===== src/rtl/data_mem_arb_pkg.sv =====
// Shared encodings for the data-memory arbiter: FSM states, port ids and timeout fill data.
package data_mem_arb_pkg;

   typedef enum logic [1:0] {
      ST_IDLE  = 2'd0,
      ST_ISSUE = 2'd1,
      ST_BUSY  = 2'd2,
      ST_DONE  = 2'd3
   } state_t;

   localparam logic PORT_CPU = 1'b0;
   localparam logic PORT_DMA = 1'b1;

   localparam logic [31:0] TIMEOUT_DATA = 32'hDEADBEEF;

endpackage


===== src/rtl/data_mem_arb_pick.sv =====
// Combinational winner select: port 0 has priority unless port 1 has waited STARVE_LIMIT grants.
module data_mem_arb_pick
   import data_mem_arb_pkg::*;
#(
   parameter int STARVE_LIMIT = 4,
   parameter int CNT_W        = 3
) (
   input  logic             m0_req,
   input  logic             m1_req,
   input  logic [CNT_W-1:0] starve_cnt,
   output logic             pick
);

   always_comb begin
      pick = PORT_CPU;
      if (m1_req && (!m0_req || starve_cnt == CNT_W'(STARVE_LIMIT)))
         pick = PORT_DMA;
   end

endmodule


===== src/rtl/data_mem_arbiter.sv =====
// Two-port arbiter onto the strobe/stall data memory; read ack 4 edges after grant, write 3.
// Requesters hold req until ack; optional BUSY watchdog under DATA_MEM_ARB_TIMEOUT_EN.
module data_mem_arbiter
   import data_mem_arb_pkg::*;
#(
   parameter int STARVE_LIMIT   = 4,
   parameter int TIMEOUT_CYCLES = 64
) (
   input  logic        clk,
   input  logic        rst_n,
   input  logic        m0_req,
   input  logic        m0_wr,
   input  logic [31:0] m0_addr,
   input  logic [31:0] m0_wdata,
   input  logic [3:0]  m0_mask,
   output logic [31:0] m0_rdata,
   output logic        m0_ack,
   output logic        m0_err,
   input  logic        m1_req,
   input  logic        m1_wr,
   input  logic [31:0] m1_addr,
   input  logic [31:0] m1_wdata,
   input  logic [3:0]  m1_mask,
   output logic [31:0] m1_rdata,
   output logic        m1_ack,
   output logic        m1_err,
   output logic [31:0] mem_addr,
   output logic [31:0] mem_write_data,
   output logic        mem_memread,
   output logic        mem_memwrite,
   output logic [3:0]  mem_sign_mask,
   input  logic [31:0] mem_read_data,
   input  logic        mem_clk_stall
);

   localparam int               CNT_W      = $clog2(STARVE_LIMIT + 1);
   localparam logic [CNT_W-1:0] STARVE_MAX = CNT_W'(STARVE_LIMIT);

   if (STARVE_LIMIT < 1 || TIMEOUT_CYCLES < 1) begin : g_param_check
      $error("data_mem_arbiter: STARVE_LIMIT and TIMEOUT_CYCLES must be >= 1");
   end

   state_t           state;
   logic             grant;
   logic             op_wr;
   logic [CNT_W-1:0] starve_cnt;
   logic             pick;

   data_mem_arb_pick #(
      .STARVE_LIMIT (STARVE_LIMIT),
      .CNT_W        (CNT_W)
   ) u_pick (
      .m0_req     (m0_req),
      .m1_req     (m1_req),
      .starve_cnt (starve_cnt),
      .pick       (pick)
   );

`ifdef DATA_MEM_ARB_TIMEOUT_EN
   localparam int            TO_W   = $clog2(TIMEOUT_CYCLES + 1);
   localparam logic [TO_W-1:0] TO_MAX = TO_W'(TIMEOUT_CYCLES - 1);
   logic [TO_W-1:0] busy_cnt;
`else
   assign m0_err = 1'b0;
   assign m1_err = 1'b0;
`endif

   always_ff @(posedge clk or negedge rst_n) begin
      if (!rst_n) begin
         state          <= ST_IDLE;
         grant          <= PORT_CPU;
         op_wr          <= 1'b0;
         starve_cnt     <= '0;
         mem_addr       <= '0;
         mem_write_data <= '0;
         mem_sign_mask  <= '0;
         mem_memread    <= 1'b0;
         mem_memwrite   <= 1'b0;
         m0_rdata       <= '0;
         m1_rdata       <= '0;
         m0_ack         <= 1'b0;
         m1_ack         <= 1'b0;
`ifdef DATA_MEM_ARB_TIMEOUT_EN
         m0_err         <= 1'b0;
         m1_err         <= 1'b0;
         busy_cnt       <= '0;
`endif
      end else begin
         case (state)
            // Holding off while stalled lets an access orphaned by reset drain first.
            ST_IDLE: begin
               if (!mem_clk_stall && (m0_req || m1_req)) begin
                  grant <= pick;
                  state <= ST_ISSUE;
                  if (pick == PORT_DMA) begin
                     mem_addr       <= m1_addr;
                     mem_write_data <= m1_wdata;
                     mem_sign_mask  <= m1_mask;
                     op_wr          <= m1_wr;
                     mem_memread    <= ~m1_wr;
                     mem_memwrite   <= m1_wr;
                     starve_cnt     <= '0;
                  end else begin
                     mem_addr       <= m0_addr;
                     mem_write_data <= m0_wdata;
                     mem_sign_mask  <= m0_mask;
                     op_wr          <= m0_wr;
                     mem_memread    <= ~m0_wr;
                     mem_memwrite   <= m0_wr;
                     if (m1_req && starve_cnt != STARVE_MAX)
                        starve_cnt <= starve_cnt + 1'b1;
                  end
               end
            end
            ST_ISSUE: begin
               mem_memread  <= 1'b0;
               mem_memwrite <= 1'b0;
               state        <= ST_BUSY;
`ifdef DATA_MEM_ARB_TIMEOUT_EN
               busy_cnt     <= '0;
`endif
            end
            ST_BUSY: begin
               if (!mem_clk_stall) begin
                  if (grant == PORT_DMA) begin
                     m1_ack <= 1'b1;
                     if (!op_wr) m1_rdata <= mem_read_data;
                  end else begin
                     m0_ack <= 1'b1;
                     if (!op_wr) m0_rdata <= mem_read_data;
                  end
                  state <= ST_DONE;
               end
`ifdef DATA_MEM_ARB_TIMEOUT_EN
               else if (busy_cnt == TO_MAX) begin
                  if (grant == PORT_DMA) begin
                     m1_ack   <= 1'b1;
                     m1_err   <= 1'b1;
                     m1_rdata <= TIMEOUT_DATA;
                  end else begin
                     m0_ack   <= 1'b1;
                     m0_err   <= 1'b1;
                     m0_rdata <= TIMEOUT_DATA;
                  end
                  state <= ST_DONE;
               end else begin
                  busy_cnt <= busy_cnt + 1'b1;
               end
`endif
            end
            ST_DONE: begin
               m0_ack <= 1'b0;
               m1_ack <= 1'b0;
`ifdef DATA_MEM_ARB_TIMEOUT_EN
               m0_err <= 1'b0;
               m1_err <= 1'b0;
`endif
               state  <= ST_IDLE;
            end
            default: state <= ST_IDLE;
         endcase
      end
   end

endmodule


===== config.mk =====
export PLATFORM = sky130hd
export DESIGN_NAME = data_mem_arbiter
export DESIGN_NICKNAME = d
export VERILOG_FILES = /design/src/rtl/data_mem_arb_pkg.sv /design/src/rtl/data_mem_arb_pick.sv /design/src/rtl/data_mem_arbiter.sv
export SDC_FILE = /design/constraint.sdc
export NUM_CORES = 1
export LEC_CHECK = 0
export CORE_UTILIZATION = 44
export CTS_BUF_LIST = sky130_fd_sc_hd__clkbuf_8
export CTS_CLUSTER_DIAMETER = 150
export DETAILED_ROUTE_END_ITERATION = 10
export PLACE_DENSITY = 0.85
export SLEW_MARGIN = 0
export SYNTH_ARGS = -nofsm -noshare
export SYNTH_HDL_FRONTEND = slang
export SYNTH_SLANG_ARGS = --single-unit
export TNS_END_PERCENT = 5

===== constraint.sdc =====
create_clock -name clk -period 3.15 [get_ports clk]
set_input_delay 0.63 -clock clk [delete_from_list [all_inputs] [get_ports clk]]
set_output_delay 0.63 -clock clk [all_outputs]
set_load 0.005 [all_outputs]

==> results.md <==
* Ratio of cells with drive above 1 in the final layout at 0.105
* Final hold vios at 0
* Reg2reg start: starve_cnt[0]$_DFFE_PN0P_
* RSZ-0062 raised after global routing: false
* Internal Pwr Total at approximately 6 mW
* Placed Area at between 9000 and 10000 sq um
* Initial Util at 0.453
* Core ar. at 14600 sq um
* DR WL/cell at ~19 microns
* Area grow syn2layout at 54.8%
* Worst skew pair latency at approximately 0.45 ns
* Via count at ~6000
* Worst Hold Class: in2async
* Post-synthesis sequential area ratio at 0.541
* TritonCTS clock tree: yes
* Clock Pin Slew Worst Setup and Hold Paths at 0.09 ns
* Final hold slack at about 0.15 ns
* # nets final at roughly 1100
* Critical path class: in2reg
* Postcts setup bufs at 0
* Post-synth EDFFs at 0
* H-tree levels at 4
* Synth Area in Adders at 0.0114
* Synth Area in Simple Gates at 0.0732
* Gr usage total at 0.271
* Hold Buf Count CTS at 0
* Worst setup path start: m0_req
* Post-route ant nets at 0
* Combinational power share at 0.461
* Ys flop type: dfrtp_1
* Final setup TNS at 0 ns
* Most common cell after layout, fill and taps aside: clkdlybuf4s50_1
* Synth cell types at 43
* Chip width at roughly 120 microns
* PostCTS Resize Cnt at 0
* Clock sink count at 143
* Final Cell Area at just over 10000 sq um
* Multiplexer area fraction after synthesis at 0.128
* GR Overflow Total at 0
* Compound-Gate Fraction of Synth Area at 0.194
* Slew at the pin closest to its max-slew limit at 0.736 ns
* Startpoint types: input port
* Slew Viols, Final at 0
* Port Buffers at 310
* Drt total wl at 20600 microns
* DRC at 0
* Die Y at 125 microns
* Worst Reg-to-Reg Cells at 6
* CTS Buffer Depth at 2
* Power Density at between 800 and 900 nW/um^2
* Status: finished clean
* Peak supply drop at about 0.39 mV
* Main combinational cell family by area after synthesis: compound AO/OA/AOI/OAI gates
* Synth Area per Inst at roughly 11 sq um
* Synthesized instance count at between 600 and 700
* CTS Buf Count at 17
* Max cap viols at 0
* Setup crit end: mem_addr[3]$_DFFE_PN0P_
* Largest net degree at the start of global routing at about 70
* Upper clock frequency limit at around 480 MHz
* Final setup fails at 0
* WP data arrival at 2.46 ns
* DR iter-0 viols at between 400 and 500
* Post-synth ARST share at 1.00
* Sw frac at 0.323
* CTS root buf: clkbuf_8
* R2R setup slack at 1.08 ns
* Leak at roughly 4.1 nW
* HPWL Detailed at around 14000 microns
* Initial antenna violation count at 0
* Vias in the first global route at 6196
* Boundary pin count at between 300 and 400
* Tmin final at 2.09 ns
* Yosys reg bits at ~140
* DIE AREA at 15500 sq um
* Clk pwr share at 0.166
* Rel. slew slack at 0.510
* Finished Layout Cells at between 1000 and 1500
* Worst r2r dst: mem_addr[3]$_DFFE_PN0P_
* First-pass GRT wire length at 33100 microns
* Syn. warnings at 0
* CP Max Fanout at 26
* Final Skew at approximately 0.010 ns
* Data required, critical path at ~3.5 ns
* Synth Area in XOR/XNOR at 0
* Ant diodes at 0
* Post-Syn Area at 6610 sq um
* Register share of total power at 0.374
* DR vias/cell at between 5 and 6
* Most frequent cells in the layout: clkdlybuf4s50_1 (308), dfrtp_1 (143), nand3_1 (70), a21oi_1 (70), a31oi_1 (68)
* First-pass DRT Iterations at 5
* Util after Layout at 0.702
* Placed cells at 1049
* Final period util at 0.663
* CP endpoint kind: register
* Placer Congestion at between 0.7 and 0.8
* Switching power at 2.87 mW
* # rows at 44
-- cell type report --
cell class | count | area, sq um
fill | 1069 | 4350
clock inverter | 14 | 159
multi-input combinational | 391 | 2710
clock buffer | 17 | 234
timing repair buffer | 325 | 3300
sequential | 143 | 3580
inverter | 6 | 22.5
tap | 184 | 230
-- cells in the mapped netlist (2+ instances only) --
| cell | count | share of area |
|---|---|---|
| dfrtp_1 | 143 | 0.54 |
| a21oi_1 | 70 | 0.053 |
| nand3_1 | 70 | 0.053 |
| a31oi_1 | 68 | 0.064 |
| o21ai_0 | 62 | 0.047 |
| clkbuf_1 | 38 | 0.022 |
| mux2_1 | 30 | 0.051 |
| mux2_4 | 30 | 0.068 |
| o21ai_1 | 12 | 0.0091 |
| buf_2 | 11 | 0.0083 |
| buf_6 | 8 | 0.014 |
| nand2_1 | 7 | 0.0040 |
| ha_1 | 6 | 0.011 |
| buf_4 | 5 | 0.0057 |
| inv_1 | 5 | 0.0028 |
| mux2_2 | 5 | 0.0085 |
| nand2b_1 | 3 | 0.0028 |
| a22oi_1 | 2 | 0.0023 |
| o22ai_1 | 2 | 0.0019 |
-- critical path, cell delays in order --
cell and delay (ns):
clkdlybuf4s50_1 0.49, a21bo_2 0.64, buf_4 0.36, nand3_1 0.12
a31oi_1 0.20
-- how the worst min path moves through the flow --
stage | depth (start not counted) | start | slack, ns | endpoint
floorplan | 0 | rst_n | 0.33 | grant$_DFFE_PN0P_
global placement | 1 | m0_rdata[3]$_DFFE_PN0P_ | 0.47 | m0_rdata[3]$_DFFE_PN0P_
detailed placement | 1 | m0_rdata[29]$_DFFE_PN0P_ | 0.48 | m0_rdata[29]$_DFFE_PN0P_
CTS | 1 | rst_n | 0.15 | mem_sign_mask[2]$_DFFE_PN0P_
global route | 1 | rst_n | 0.17 | mem_sign_mask[2]$_DFFE_PN0P_
finish | 1 | rst_n | 0.15 | mem_sign_mask[2]$_DFFE_PN0P_
-- metal layers --
layer | GRT usage | routed length (microns)
met1 | 0.332 | 8090
met4 | 0.0900 | 444
met5 | 0 | 0
met2 | 0.448 | 10300
met3 | 0.0881 | 1780
-- per-stage QoR --
step | power, mW | setup slack, ns
6_report | 8.88 | 1.06
5_1_grt | 9.40 | 0.937
4_1_cts | 8.93 | 1.07
3_5_place_dp | 7.43 | 0.601
3_3_place_gp | 7.28 | 0.676
2_1_floorplan | 4.90 | 1.42
-- power by group through the flow --
stage	Sequential [mW]	Combinational [mW]	Clock, mW
5_1_grt	3.42	4.40	1.58
3_5_place_dp	3.34	4.09	0
2_1_floorplan	3.33	1.57	0
3_3_place_gp	3.30	3.98	0
4_1_cts	3.32	4.12	1.50
6_report	3.32	4.09	1.47
-- logic make-up (layout without fill, tap and decap cells) --
logic type | after synthesis | after routing
AOI/OAI and AO/OA | 227 | 227
DFF | 143 | 143
and+or+nand+nor | 91 | 91
buffers and inverters | 68 | 362
muxes | 65 | 65
adders and majority gates | 6 | 6
other | 1 | 2
-- registers in the layout, summed over array words and instances (netlist names) --
register	cells
op_wr	1
m0_rdata	32
mem_memread	1
mem_addr	32
mem_memwrite	1
state	2
grant	1
m0_ack	1
m1_ack	1
mem_sign_mask	4
m1_rdata	32
mem_write_data	32
starve_cnt	3
No activity file was read; power rests on OpenSTA's default activity.
